$ cat src/rtl/dmg_pkg.sv
// dmg_pkg: shared rate-select encoding and overflow-delay default for the DMG timer
package dmg_pkg;
  typedef enum logic [1:0] {
    RATE_4K   = 2'b00,
    RATE_256K = 2'b01,
    RATE_64K  = 2'b10,
    RATE_16K  = 2'b11
  } rate_e;
  localparam int OVF_DELAY_DEFAULT = 4;
  // Divider bit whose falling edge clocks TIMA for a given rate select
  function automatic logic [3:0] rate_bit(input rate_e r);
    return r == RATE_256K ? 4'd3 : r == RATE_64K ? 4'd5 : r == RATE_16K ? 4'd7 : 4'd9;
  endfunction
endpackage

$ cat src/rtl/dmg_divider.sv
// dmg_divider: free-running 16-bit divider with synchronous clear
module dmg_divider (
  input  logic        clk,
  input  logic        nreset,
  input  logic        clr,
  output logic [15:0] cnt
);
  logic [15:0] cnt_q, cnt_d;
  // Clear takes priority over the increment
  always_comb cnt_d = clr ? 16'h0000 : cnt_q + 16'h0001;
  // Divider register
  always_ff @(posedge clk or negedge nreset)
    if (!nreset) cnt_q <= 16'h0000;
    else         cnt_q <= cnt_d;
  assign cnt = cnt_q;
endmodule

$ cat src/rtl/dmg_timer.sv
// dmg_timer: DMG DIV/TIMA/TMA/TAC timer with delayed TMA reload and interrupt pulse
module dmg_timer
  import dmg_pkg::*;
#(
  parameter int OVF_DELAY = OVF_DELAY_DEFAULT
) (
  input  logic       clk,
  input  logic       nreset,
  input  logic       div_wr,
  input  logic       tima_wr,
  input  logic       tma_wr,
  input  logic       tac_wr,
  input  logic [7:0] wdata,
  output logic [7:0] div,
  output logic [7:0] tima,
  output logic [7:0] tma,
  output logic [2:0] tac,
  output logic       irq
);
  // A zero delay would never reach the reload clock, so the window is at least one clock
  localparam logic [7:0] OVF_LD = 8'(OVF_DELAY < 1 ? 1 : OVF_DELAY);
  logic [15:0] div_cnt;
  logic [7:0]  tima_q, tima_d, tma_q, tma_d, ovf_q, ovf_d;
  logic [2:0]  tac_q, tac_d;
  logic        tick_q, tick_d, irq_q, irq_d, fall, reload;
  dmg_divider u_div (
    .clk    (clk),
    .nreset (nreset),
    .clr    (div_wr),
    .cnt    (div_cnt)
  );
  // Tick edge detection, register writes and the overflow window countdown
  always_comb begin
    tick_d = tac_q[2] & div_cnt[rate_bit(rate_e'(tac_q[1:0]))];
    fall   = tick_q & ~tick_d;
    tac_d  = tac_wr ? wdata[2:0] : tac_q;
    tma_d  = tma_wr ? wdata : tma_q;
    reload = ovf_q == 8'd1;
    ovf_d  = ovf_q == 8'd0 ? 8'd0 : ovf_q - 8'd1;
    tima_d = tima_q;
    irq_d  = 1'b0;
    if (reload) begin
      tima_d = tma_d;
      irq_d  = 1'b1;
    end else if (tima_wr) begin
      tima_d = wdata;
      ovf_d  = 8'd0;
    end else if (fall) begin
      tima_d = tima_q + 8'd1;
      if (tima_q == 8'hFF) ovf_d = OVF_LD;
    end
  end
  // Timer state registers
  always_ff @(posedge clk or negedge nreset)
    if (!nreset) begin
      tima_q <= 8'h00;
      tma_q  <= 8'h00;
      tac_q  <= 3'b000;
      tick_q <= 1'b0;
      irq_q  <= 1'b0;
      ovf_q  <= 8'h00;
    end else begin
      tima_q <= tima_d;
      tma_q  <= tma_d;
      tac_q  <= tac_d;
      tick_q <= tick_d;
      irq_q  <= irq_d;
      ovf_q  <= ovf_d;
    end
  assign div  = div_cnt[15:8];
  assign tima = tima_q;
  assign tma  = tma_q;
  assign tac  = tac_q;
  assign irq  = irq_q;
endmodule
$ cat config.mk
export PLATFORM = sky130hd
export DESIGN_NAME = dmg_timer
export DESIGN_NICKNAME = d
export VERILOG_FILES = /design/src/rtl/dmg_pkg.sv /design/src/rtl/dmg_divider.sv /design/src/rtl/dmg_timer.sv
export SDC_FILE = /design/constraint.sdc
export NUM_CORES = 1
export LEC_CHECK = 0
export ABC_AREA = 1
export CORE_MARGIN = 2
export CORE_UTILIZATION = 53
export CTS_CLUSTER_SIZE = 16
export DETAILED_ROUTE_END_ITERATION = 16
export HOLD_SLACK_MARGIN = 0.06
export PLACE_DENSITY = 0.79
export SKIP_LAST_GASP = 1
export SYNTH_ARGS = -nofsm -noshare
export SYNTH_HDL_FRONTEND = slang
export SYNTH_SLANG_ARGS = --single-unit
$ cat constraint.sdc
create_clock -name clk -period 1.65 [get_ports clk]
set_clock_uncertainty 0.1 [all_clocks]
set_input_delay 0.165 -clock clk [delete_from_list [all_inputs] [get_ports clk]]
set_output_delay 0.165 -clock clk [all_outputs]
set_load 0.01 [all_outputs]
# After elaboration in Yosys (flattened, before gate mapping)
# Index checks and enable logic that the tools add are counted.
[op_classes]
order_cmp = 1
n_reduce_logical = 2
eq_ne = 5
muxes = 16
add_sub_neg = 3
n_bitwise = 3
[ops]
columns = ["cell", "n"]
rows = [
  ["$mux 8", 9],
  ["$add 16x1->16 const B", 1],
  ["$mux 16", 1],
  ["$mux 4", 3],
  ["$add 8x1->8 const B", 1],
  ["$eq 8x1->1 const B", 1],
  ["$eq 8x8->1 const B", 1],
  ["$logic_not 8->1", 1],
  ["$sub 8x1->8 const B", 1],
  ["$lt 4x5->1 const B", 1],
  ["$bmux 1 s4", 1],
  ["$eq 2x2->1 const B", 2],
  ["$reduce_bool 3->1", 1],
  ["$and 1x1->1", 2],
  ["$eq 2x1->1 const B", 1],
  ["$mux 1", 2],
  ["$not 1->1", 1],
]
[word_totals]
elab_cells = 37
input_bits = 14
regBits = 45

# Longest topological paths before layout
# Gate-level depths: netlist of the first run.
[logic_depth]
depth_word = 12
depth_mapped = 9

# By module
# A second synthesis of the first run with hierarchy kept.
[unflattened]
hier_cells = 309
area_unflattened_um2 = 2501.1
[modules_own_cells]
columns = ["mod", "area_each_um2", "cells_per_inst", "n_inst"]
rows = [
  ["dmg_timer", 1634.1, 193, 1],
  ["dmg_divider", 867.1, 116, 1],
]

# Worst setup path before layout of the first run
# OpenSTA, ideal clock, no wires.
[synth_timing]
path_type = "register to register"
startpoint = "reg ovf_q[0]"
endpoint = "reg ovf_q[2]"
t_required_ns = 1.426
path_slack_ns = 0.179
stages_incl_launch_ff = 8
arrival_time_ns = 1.247
setup_time_ns = 0.124
path_cell_list = "dfrtp_1 -> inv_1 -> ha_1 -> inv_1 -> nor3_1 -> nand2_1 -> o21ai_0 -> a21boi_1"
[synth_between]
elab_chain_cells = 6
elab_cells_between_ends = 8
[synth_lines]
columns = ["element", "line", "text"]
rows = [
  ["start: declaration", "dmg_timer.sv:23", "logic [7:0] tima_q, tima_d, tma_q, tma_d, ovf_q, ovf_d;"],
  ["start signal: assignment", "dmg_timer.sv:68", "ovf_q <= ovf_d;"],
  ["$sub 8x1->8 or $logic_not 8->1 (tied branches)", "dmg_timer.sv:39", "ovf_d = ovf_q == 8'd0 ? 8'd0 : ovf_q - 8'd1;"],
  ["$mux 8", "dmg_timer.sv:39", ""],
  ["$mux 8", "dmg_timer.sv:50", "if (tima_q == 8'hFF) ovf_d = OVF_LD;"],
  ["$mux 8", "dmg_timer.sv:48", "end else if (fall) begin"],
  ["$mux 8", "dmg_timer.sv:45", "end else if (tima_wr) begin"],
  ["$mux 8 *", "dmg_timer.sv:42", "if (reload) begin"],
  ["net ovf_d[2]", "dmg_timer.sv:23", ""],
]
# The timed path passes the listed nets; every way through them passes the cells marked *.
# A chain may end at the register's enable or synchronous reset.

# Worst setup path after layout of the first run
# Same ends and word-level chain as after synthesis.

==> impl_metrics.toml, run 1 <==
[layout]
final_util_pct = 72.2
antenna_cells = 0
multi_input_area_mm2 = 0.00118
final_common_cell = "nand2_1"
syn_to_final_growth_pct = 29.4
drive_gt1_share_pct = 15.7
design_area_mm2 = 0.00319
nNetsFinal = 393
final_cell_mix = "94 x nand2_1, 42 x dfrtp_1, 40 x clkdlybuf4s50_1, 31 x inv_1, 31 x nor2_1"
fillers = 329
ff_latch_area_mm2 = 0.00113

[pwr]
finalPower_mw = 4.13
clock_power_share_pct = 15.9
irDropWorstVdd_uv = 789
comb_power_share_pct = 46.7
p_sw_share_pct = 39.0
power.density_mw_per_mm2 = 1300
seq_power_share_pct = 37.4
internal_power_mw = 2.52
cellLeakagePower_nw = 1.51
switchingPower_mw = 1.61

[die]
die_area_mm2 = 0.00521
placementRows = 24
die_y_um = 72.2
die_w_um = 72.2
ios = 42
core_area_mm2 = 0.00441
initial_utilization_pct = 55.8

[critical_path]
crit_chain = "ha_4 -> nand2_2 -> nor3_4 -> buf_4 -> nor2_1 -> nand3_2 -> buf_4 -> a21boi_1"
start_kind = "register"
crit_type = "reg2reg"
critPathArrivalTime_ns = 1.72
critPathTopFamily = "flip-flops"
crit_slowest_cell = "dfrtp_1"
slowest_delay_ns = 0.45
path_buf_inv = 2
path_max_fanout = 3
crit_top_cell = "buf_4"
worstPathRequired_ns = 1.77
cp-end-kind = "register"

[clock_network]
cts.sinks = 45
clock-root-buffer = "clkbuf_8"
cts_buffers = 5
clk_pin_slew_ns = 0.08
h-tree-depth = 2
cts.path.max_buffers = 2
insertion_delay_ns = 0.29
cts_tree = "built"

[timing]
relSlewSlack_pct = 68.1
tns_ns = 0
finalCritPeriodShare_pct = 97.0
finalSetupViolations = 0
min_period_ns = 1.60
maxSlewViolCount = 0
fmax_mhz = 625
hold_violations = 0
tightest_slew_ns = 0.479

[detailed_routing]
wl_per_cell_um = 13.2
vias = 2209
drc = 0
wirelength_um = 5660
via_per_inst = 5.16
postRouteAntennaNets = 0
drt_iter0_drc = 175
dr.pass1.iters = 4

[worst_hold_path]
worstHoldPathType = "in2async"

[yosys]
ys_types = 30
synth_area_leaders = "dfrtp_1 46%, nand2_1 15%, nor2_1 5.3%"
ys_seq_elements = 45
synthArstFlopShare_pct = 100
postSynthCellCount = 318
synth_area_leader_cell = "dfrtp_1"
synth_top_area_share_pct = 45.7
synth-edff-count = 0
syn_area_mm2 = 0.00246
ys_seq_area_share_pct = 45.7
yosysWarnings = 0
synthesis.nets = 336
avgSynthCellArea_um2 = 7.74
synth_top_flop_cell = "dfrtp_1"

[run_status]
status = "complete, no violations"

[place]
port_buffers = 41
dpl_cell_area_mm2 = 0.00293
hpwl_um = 3980
gp_congestion = 0.803

[global_routing]
antenna_found_initial = 0
grt_first_pass_wirelength_um = 9440
first_global_vias = 2148
track_usage_pct = 22.9
overflow = 0
grt_max_degree = 28

[run]
maxCapViolations = 0
## synthesized netlist by cell type, drive strengths merged, types with 2 or more instances
| cell type | number |
|---|---|
| nand3 | 29 |
| a21oi | 7 |
| nor3 | 3 |
| inv | 35 |
| dfrtp | 45 |
| nand4 | 3 |
| nand3b | 2 |
| nand2 | 103 |
| buf | 11 |
| ha | 4 |
| o21ai | 22 |
| nor2 | 39 |
| xor2 | 9 |
## power groups by stage
stage	registers (mW)	clock network (mW)	logic (mW)
floorplan	1.56	0	0.921
global placement	1.53	0	1.55
detailed placement	1.53	0	1.59
CTS	1.51	0.660	1.61
global route	1.58	0.704	2.13
finish	1.55	0.656	1.93
## per-layer routing
layer / track usage [%] / part of all wire (%) / vias up
met5: 0 / 0 / -
met4: 6.50 / 1.3 / 0
met3: 4.72 / 5.4 / 9
met2: 40.5 / 50 / 62
met1: 28.4 / 44 / 1022
li1: - / - / 1116
## registers in the layout (all words and copies together) (netlist names)
name	flops
ovf_q	8
tac	3
tick_q	1
u_div.cnt	16
tma	8
tima	8
irq	1
## stage by stage
stage	setup slack (ns)	hold WS, ns	cells
2_1_floorplan	0.179	-0.231	318
6_report	0.0491	0.257	428
5_1_grt	-0.0347	0.315	428
3_5_place_dp	-0.0725	0.0527	408
4_1_cts	0.0367	0.267	417
3_3_place_gp	-0.00791	0.0409	408
## what timing repair did
| item | in CTS | in global routing |
|---|---|---|
| hold endpoints to repair | 18 | 0 |
| cloned | 0 | 1 |
| pin swaps | 0 | 6 |
| setup buffers | 0 | 10 |
| resized for setup | 1 | 19 |
| hold buffers | 1 | 0 |
| setup endpoints to repair | 8 | 17 |
## cell type report
| cell class | instances | share of cell area (%) |
|---|---|---|
| timing repair buffer | 61 | 18.8 |
| tap | 52 | 2.04 |
| clock buffer | 8 | 2.51 |
| multi-input combinational | 227 | 37.0 |
| sequential | 45 | 35.5 |
| inverter | 35 | 4.12 |
## cell families (layout without fill, tap and decap cells)
group,Yosys count,after routing,synth area share [%]
compound gates,31,31,6.66
xor+xnor,9,9,3.20
fa+ha+maj,4,4,2.03
buf+inv,46,104,8.74
flops,45,45,45.7
mux,2,2,0.864
simple gates,181,181,32.8
## path summary, 6_finish.rpt
kind / to / slack, ns / startpoint / depth (start not counted)
worst min register to register: u_div.cnt[0]$_DFF_PN0_ / 0.37 / u_div.cnt[0]$_DFF_PN0_ / 1
worst max-delay path: ovf_q[2]$_DFF_PN0_ / 0.05 / ovf_q[0]$_DFF_PN0_ / 8
max in group asynchronous: ovf_q[3]$_DFF_PN0_ / 0.68 / nreset / 3
worst min-delay path: tima[6]$_DFFE_PN0P_ / 0.26 / nreset / 2
worst max register to register: ovf_q[2]$_DFF_PN0_ / 0.05 / ovf_q[0]$_DFF_PN0_ / 8
min in group clk: u_div.cnt[0]$_DFF_PN0_ / 0.37 / u_div.cnt[0]$_DFF_PN0_ / 1
Power figures use the tool's default switching activity.
==> inputs of run 2 (changes only) <==
--- a/config.mk
+++ b/config.mk
@@ -5,13 +5,14 @@
 export SDC_FILE = /design/constraint.sdc
 export NUM_CORES = 1
 export LEC_CHECK = 0
-export ABC_AREA = 1
+export ABC_AREA = 0
 export CORE_MARGIN = 2
-export CORE_UTILIZATION = 53
+export CORE_UTILIZATION = 40
+export CTS_BUF_LIST = sky130_fd_sc_hd__clkbuf_4 sky130_fd_sc_hd__clkbuf_8
 export CTS_CLUSTER_SIZE = 16
 export DETAILED_ROUTE_END_ITERATION = 16
 export HOLD_SLACK_MARGIN = 0.06
-export PLACE_DENSITY = 0.79
+export PLACE_DENSITY = 0.62
 export SKIP_LAST_GASP = 1
 export SYNTH_ARGS = -nofsm -noshare
 export SYNTH_HDL_FRONTEND = slang
==> impl_metrics.toml, run 2 <==
[run_status]
status = "complete, but fails checks"
failed_checks = "setup timing"

[critical_path]
cp-end-kind = "register"
start_kind = "register"
worstPathRequired_ns = 1.77
crit_type = "reg2reg"
path_max_fanout = 6
critPathArrivalTime_ns = 1.87

[timing]
min_period_ns = 1.75
setup_slack_ns = -0.0973
hold_violations = 0
rsz0062_at_grt = "yes"
finalSetupViolations = 9
relSlewSlack_pct = 72.8
maxSlewViolCount = 0
tightest_slew_ns = 0.408
finalCritPeriodShare_pct = 106
fmax_mhz = 572

[layout]
antenna_cells = 0
drive_gt1_share_pct = 30.0
final_common_cell = "dfrtp_1"
syn_to_final_growth_pct = 39.0
final_cell_mix = "42 x dfrtp_1, 36 x clkdlybuf4s50_1, 33 x buf_4, 22 x nor2_1, 16 x mux2i_1"
nNetsFinal = 305
design_area_mm2 = 0.00331
largest_reg_flops = 16

[global_routing]
grt_use_met2_pct = 29.6
grt_first_pass_wirelength_um = 8680
antenna_found_initial = 0
overflow = 0
first_global_vias = 1895
grtUsageMet3_pct = 3.89
track_usage_pct = 17.1
use_met1_pct = 21.6
gr-max-usage-layer = "met2"
grt_max_degree = 30

[yosys]
postSynthCellCount = 214
synth-edff-count = 0
synth_top_area_share_pct = 47.2
synth.most_common_cell = "dfrtp_1"
synth_commonest_cells = "45 x dfrtp_1, 22 x nor2_1, 17 x mux2i_1"
synthesis.nets = 232
ys_seq_area_share_pct = 47.2
synth_mux_area_share_pct = 13.9
synth_area_leaders = "dfrtp_1 47%, mux2i_1 7.1%, mux2_2 5.7%"
synthArstFlopShare_pct = 100
yosys.area_share.simple_pct = 17.0
yosysWarnings = 0
ys_types = 48
synth_area_leader_cell = "dfrtp_1"
syn_area_mm2 = 0.00238
synth_top_family_by_area = "simple AND/OR/NAND/NOR gates"
ys_seq_elements = 45
avgSynthCellArea_um2 = 11.1
synth_top_flop_cell = "dfrtp_1"
synth-compound-area-share_pct = 8.35
synth-xor-area-share_pct = 6.61
synthAdderAreaFrac_pct = 2.10

[die]
ios = 42
initial_utilization_pct = 40.7
die_w_um = 81.2
core_area_mm2 = 0.00585
die_area_mm2 = 0.00659
die_y_um = 81.2
placementRows = 28

[detailed_routing]
via_per_inst = 5.18
wl_per_cell_um = 14.5
dr.pass1.iters = 4
drc = 0
drt_iter0_drc = 100
vias = 1876
postRouteAntennaNets = 0
wirelength_um = 5260

[run]
maxCapViolations = 0

[clock_network]
clock-root-buffer = "clkbuf_8"
cts.path.max_buffers = 2
clk_pin_slew_ns = 0.08
cts_buffers = 5
cts_tree = "built"
insertion_delay_ns = 0.29
h-tree-depth = 2
cts.sinks = 45

[place]
port_buffers = 41
dpl_cell_area_mm2 = 0.00308
gp_congestion = 0.763
hpwl_um = 3900

[pwr]
irDropWorstVdd_uv = 535
finalPower_mw = 4.35
cellLeakagePower_nw = 1.46
power.density_mw_per_mm2 = 1310

[worst_hold_path]
worstHoldPathType = "in2async"
[run 2: changes by cell type after synthesis, sizes merged, moves of 13 or more]
cell and change:
o21ai -19, nand2 -94, nand3 -17, inv -27, mux2i +16, xnor2 +15
nor2 -17, mux2 +13
[run 2: worst paths after layout]
path                                        start  cells past startpoint                     end  slack, ns
min in group clk           u_div.cnt[0]$_DFF_PN0_                      1  u_div.cnt[0]$_DFF_PN0_       0.36
hold / removal                             nreset                      2      ovf_q[6]$_DFF_PN0_       0.24
max in group asynchronous                  nreset                      3  u_div.cnt[9]$_DFF_PN0_       0.70
setup reg to reg               ovf_q[5]$_DFF_PN0_                      5      ovf_q[5]$_DFF_PN0_       -0.1
hold reg to reg            u_div.cnt[0]$_DFF_PN0_                      1  u_div.cnt[0]$_DFF_PN0_       0.36
setup / recovery               ovf_q[5]$_DFF_PN0_                      5      ovf_q[5]$_DFF_PN0_       -0.1
[run 2: cell families (layout without fill, tap and decap cells)]
logic type,after synthesis,after routing
AO/OA/AOI/OAI,24,24
XOR/XNOR,18,18
adder cells (fa/ha/maj),4,4
buffers and inverters,21,94
flip-flops,45,45
multiplexers,31,31
AND/OR/NAND/NOR,71,71
[run 2: area by class of cell]
type                    count  area, um2
fillers                   513       2540
multi-input cells         148       1230
flip-flops and latches     45       1130
repair buffers             79        731
well taps                  75       93.8
clock buffers               7       90.1
inverters                   8       35.0
[run 2: worst max-delay path: stages (launching register included)]
cell	delay, ns
dfrtp_2	0.43
nor4_4	0.37
buf_4	0.18
a211oi_1	0.08
a211o_2	0.38
nor2_1	0.14
[run 2: power breakdown]
group	switching [mW]	internal [mW]
Combinational	0.924	1.21
Clock	0.347	0.349
Sequential	0.201	1.32
[run 2: routing by layer]
layer / wire (um) / vias to the layer above
met5: 0 / -
met4: 46 / 0
met3: 202 / 6
met2: 2700 / 36
met1: 2310 / 933
li1: - / 901
[run 2: timing repair]
action	CTS	global route
endpoints found under the hold margin	45	0
buffers inserted	1	2
resized for setup	9	17
hold buffers	1	0
pin swaps	2	1
endpoints found under the setup margin	15	25
gates cloned	0	0
[run 2: through the flow]
step / hold slack, ns / setup TNS (ns) / utilization, % / setup WS (ns) / std cells
global placement: 0.0236 / -0.301 / 52.7 / -0.0889 / 351
CTS: 0.243 / -0.638 / 55.1 / -0.0949 / 360
finish: 0.239 / -0.507 / 56.6 / -0.0973 / 362
floorplan: -0.231 / -0.182 / - / -0.182 / 214
detailed placement: 0.0192 / -0.739 / 52.7 / -0.0978 / 351
global route: 0.297 / -1.81 / 56.6 / -0.173 / 362
==> edit 1, RTL diff (flow settings as in run 1) <==
Make the reset (`nreset`) synchronous in 2 clocked blocks.
--- a/src/rtl/dmg_divider.sv
+++ b/src/rtl/dmg_divider.sv
@@ -11,3 +11,3 @@
   // Divider register
-  always_ff @(posedge clk or negedge nreset)
+  always_ff @(posedge clk)
     if (!nreset) cnt_q <= 16'h0000;
--- a/src/rtl/dmg_timer.sv
+++ b/src/rtl/dmg_timer.sv
@@ -53,3 +53,3 @@
   // Timer state registers
-  always_ff @(posedge clk or negedge nreset)
+  always_ff @(posedge clk)
     if (!nreset) begin
Check against the original RTL: differs if nreset is asserted again (counterexample within 4 cycles, from zero or initial values and one cycle with nreset low); with nreset held inactive, the same outputs for 10 cycles.
==> edit 1 against run 1 <==
- the run now ends with setup timing left
- setup slack got worse by 0.064 ns
- routed wire length decreased by 3.2%
- sequential cell count unchanged
- cell area decreased by 5.3%
- clock power increased by 4.4%
- power decreased by 27%
- global-route usage decreased by 1.1 points
- synthesized area decreased by 8.6%
==> edit 1: results <==
{
  "outcome": "finished with violations",
  "violations": "setup timing",
  "grt_max_degree": 19,
  "synth_fa_ha_area_share_pct": 2.225,
  "antenna_found_initial": 0,
  "drive_above_1_share_pct": 18.09,
  "final_nets": 394,
  "worst_ep_arrival_time_ns": 1.75,
  "netlist_top_cells_count": "64 x nand2_1, 45 x dfxtp_1, 40 x nor2_1",
  "worstMarginPinSlew_ns": 0.3624,
  "drt_iter0_markers": 184,
  "wirelength_um": 5475,
  "hold_slack_ns": 0.3179,
  "synth-xor-area-share_pct": 3.115,
  "hold_class": "flop to flop",
  "synth-compound-area-share_pct": 11.51,
  "synth_nets": 334,
  "synthArstFlopShare_pct": 0,
  "post-place-ws_ns": -0.006045,
  "grt_usage_pct": 21.82,
  "p_leak_nw": 1.236,
  "peakVddDrop_mv": 0.7835,
  "fin_ws_ns": -0.01483,
  "synthTopCellsByArea": "dfxtp_1 40%, nand2_1 11%, nor2_1 6.7%, o21ai_0 5.6%, inv_1 4.8%",
  "gp_congestion": 0.8936,
  "yosysSeqAreaShare_pct": 40.04,
  "place_hpwl_um": 3715,
  "muxShareOfSynthArea_pct": 0.8899,
  "grt_pass1_wl_um": 8700,
  "first_global_vias": 1982,
  "place_area_um2": 2815,
  "power.switching_mw": 1.000,
  "synthDistinctLibCells": 32,
  "powerDensity_nw_per_um2": 1006,
  "setup_viol": 5,
  "ys.flop_type": "dfxtp_1"
}
==> edit 1: changes by cell type in the layout (fill, tap and decap cells not counted), sizes merged, moves of 3 or more <==
cell,run 1,this run
xnor2,0,3
a21oi,7,22
nand2,103,66
inv,35,32
nor2,39,42
o21ai,22,25
dfrtp,45,0
xor2,9,5
dfxtp,0,45
or2,1,6
buf,19,27
nand4,3,14
nand3,29,21
==> edit 1: what timing repair did <==
action,4_1_cts,5_1_grt
setup buffers,0,3
endpoints found under the setup margin,1,18
resized for setup,1,29
pin swaps,0,8
==> edit 1: layout make-up <==
cell class,count,area [um^2],share of cell area (%)
multi-input cells,223,1206,39.95
flip-flops and latches,45,905.9,30.00
repair buffers,68,631.9,20.93
inverters,33,126.4,4.186
clock buffers,7,86.33,2.860
well taps,50,62.56,2.072
==> edit 1: cell families after synthesis <==
family | after synthesis
fa+ha+maj | 4
mux | 2
flops | 45
compound gates | 50
xor+xnor | 8
buf+inv | 48
simple gates | 159
==> edit 1: worst paths after layout <==
check	start	end	cells past startpoint
min	u_div.cnt[0]	u_div.cnt[0]	1
max	tima[1]	ovf_q[0]	8
min reg2reg	u_div.cnt[0]	u_div.cnt[0]	1
max reg2reg	tima[1]	ovf_q[0]	8
==> edit 1: power groups by stage <==
stage	logic (mW)	clock network, mW	registers, mW
finish	1.07	0.685	1.29
global route	1.17	0.745	1.30
CTS	0.964	0.693	1.27
detailed placement	0.956	0	1.29
global placement	0.945	0	1.29
floorplan	0.523	0	1.35
==> edit 1: metrics by stage <==
step	setup TNS, ns	std cells
after floorplan	0	316
after global placement	0	416
after detailed placement	-0.006045	416
after CTS	0	423
after global routing	-1.103	426
final	-0.03392	426
==> edit 1: metal layers <==
| layer | track usage, % | up-vias | wire length, um |
|---|---|---|---|
| met5 | 0 | - | 0 |
| met4 | 5.882 | 0 | 79 |
| met2 | 33.97 | 69 | 2528 |
| met3 | 5.556 | 7 | 290 |
| met1 | 30.07 | 999 | 2576 |
| li1 | - | 1146 | - |
==> edit 1: critical path, stage by stage, from the launching register on <==
cell	delay [ns]
dfxtp_2	0.38
ha_4	0.16
nand2_4	0.05
nor2_4	0.12
nand3_2	0.09
nor3_2	0.21
nand4_1	0.20
nand3b_4	0.19
nor2_1	0.06
==> edit 2, RTL diff (settings of run 1) <==
Without the edit above. Put a register stage on the output `div`, with the module's reset. The value now appears one clock later. The other outputs are not delayed to match.
--- a/src/rtl/dmg_timer.sv
+++ b/src/rtl/dmg_timer.sv
@@ -69,3 +69,9 @@
     end
-  assign div  = div_cnt[15:8];
+  always_ff @(posedge clk or negedge nreset) begin
+    if (!nreset) begin
+      div <= '0;
+    end else begin
+      div <= div_cnt[15:8];
+    end
+  end
   assign tima = tima_q;
Behaviour: same outputs for any inputs over 10 cycles, from zero or initial values and one cycle with nreset low; that may be too few to reach the edited logic, so the function may still have changed.
==> edit 2 against run 1 <==
- die area increased by 5.6%
- non-clock buffer count decreased by 2
- synthesized area is 5.9% higher
- sequential share of layout area grew 3.7 points
- power up 6.2%
- routed wire length shrank 0.34%
- setup slack barely moved
- cell area grew 6.8%
- sequential cell count rose by 8
- largest cell class is now sequential cells
- largest power group unchanged
==> edit 2: results <==
{
  "outcome": "completed",
  "place_area_um2": 3163,
  "r2r-end": "tima[4]",
  "place_hpwl_um": 4096,
  "gp_congestion": 0.8484,
  "vias": 2254,
  "synthDistinctLibCells": 29,
  "grt_max_degree": 54,
  "power.switching_mw": 1.681,
  "synthTopCellsByArea": "dfrtp_1 51%, nand2_1 14%, nand3_1 5.2%, inv_1 4.6%, nor2_1 4.2%",
  "r2r_cells": 8,
  "drive_above_1_share_pct": 17.85,
  "reg2reg_slack_ns": 0.05,
  "routedWlPerCell_um": 12.58,
  "yosysSeqAreaShare_pct": 50.86,
  "synth_nets": 335,
  "cp_slowest_cell": "dfrtp_2",
  "grt_usage_pct": 21.80,
  "p_leak_nw": 1.625,
  "diodes": 0,
  "clk_pin_slew_ns": 0.10,
  "worst_ep_arrival_time_ns": 1.74,
  "peakVddDrop_mv": 0.7237,
  "post-place-ws_ns": -0.03027,
  "timing.rr.start": "ovf_q[2]",
  "crit_family": "simple AND/OR/NAND/NOR gates",
  "netlist_top_cells_count": "94 x nand2_1, 53 x dfrtp_1, 32 x inv_1",
  "crit_fanout": 8,
  "first_global_vias": 2111,
  "relSlewSlack_pct": 78.70,
  "drt_iter0_markers": 117,
  "fillers": 375,
  "grt_pass1_wl_um": 9266,
  "hold_slack_ns": 0.2579,
  "clk_latency_ns": 0.31,
  "final_nets": 398
}
==> edit 2: cell types whose count changed in the layout (fill, tap and decap cells not counted), moves of 2 or more <==
cell	run 1	this run
inv_1	31	29
clkbuf_1	3	0
dfrtp_1	42	49
nor2_2	6	10
nor2_1	31	28
o21ai_0	19	14
o21ai_1	2	7
clkdlybuf4s50_1	40	38
inv_2	4	6
nand2_1	94	90
==> edit 2: tightest hold or removal path, stage by stage <==
cell           delay [ns]
dlygate4sd3_1        0.52
buf_2                0.12
buf_12               0.26
==> edit 2: cells by family (layout without fill, tap and decap cells) <==
logic type	count (synthesis)	in the layout	share of synthesized area [%]
buffers and inverters	38	102	5.854
adders and majority gates	4	4	1.919
xor gates and xnor gates	9	9	3.023
DFF	53	53	50.86
muxes	2	2	0.8157
AOI/OAI and AO/OA	32	32	6.478
and+or+nand+nor	179	179	31.05
==> edit 2: power groups by stage <==
stage | sequential (mW) | combinational (mW) | clock [mW]
2_1_floorplan | 1.77 | 0.971 | 0
3_3_place_gp | 1.72 | 1.58 | 0
3_5_place_dp | 1.73 | 1.64 | 0
4_1_cts | 1.71 | 1.65 | 0.792
5_1_grt | 1.76 | 2.12 | 0.846
6_report | 1.73 | 1.89 | 0.772
==> edit 2: worst max-delay path by stage <==
| stage | from | to | slack (ns) | cells past startpoint |
|---|---|---|---|---|
| after floorplan | ovf_q[0] | ovf_q[3] | 0.15 | 7 |
| after global placement | ovf_q[0] | ovf_q[7] | 0.08 | 7 |
| after detailed placement | ovf_q[0] | ovf_q[7] | -0.03 | 7 |
| after CTS | tima[5] | tima[5] | 0.02 | 1 |
| after global routing | ovf_q[2] | tima[4] | -0.06 | 8 |
| final | ovf_q[2] | tima[4] | 0.05 | 8 |
==> edit 2: layout make-up <==
class | instances | area [um^2] | share of cell area [%]
Tap cell | 67 | 83.83 | 2.464
Sequential cell | 53 | 1331 | 39.13
Clock inverter | 3 | 28.78 | 0.8459
Inverter | 35 | 131.4 | 3.862
Multi-Input combinational cell | 226 | 1197 | 35.20
Clock buffer | 5 | 68.82 | 2.023
Timing Repair Buffer | 59 | 560.5 | 16.48
==> edit 2: repair_timing <==
item / in CTS / in global routing
pin swaps: 0 / 10
setup buffers: 0 / 7
hold buffers: 1 / 0
endpoints found under the hold margin: 53 / 0
setup endpoints to repair: 8 / 17
resized for setup: 2 / 23
==> edit 2: routing by layer <==
layer / GRT usage, % / share of wire, %
met2: 35.22 / 48
met4: 5.455 / 1.7
met5: 0 / 0
met1: 29.83 / 44
met3: 5.285 / 6.6
==> edit 2: per-stage QoR <==
| step | TNS, ns | cells |
|---|---|---|
| after CTS | 0 | 441 |
| after detailed placement | -0.1595 | 432 |
| after floorplan | 0 | 317 |
| after global routing | -0.1832 | 448 |
| after global placement | 0 | 432 |
| final | 0 | 448 |
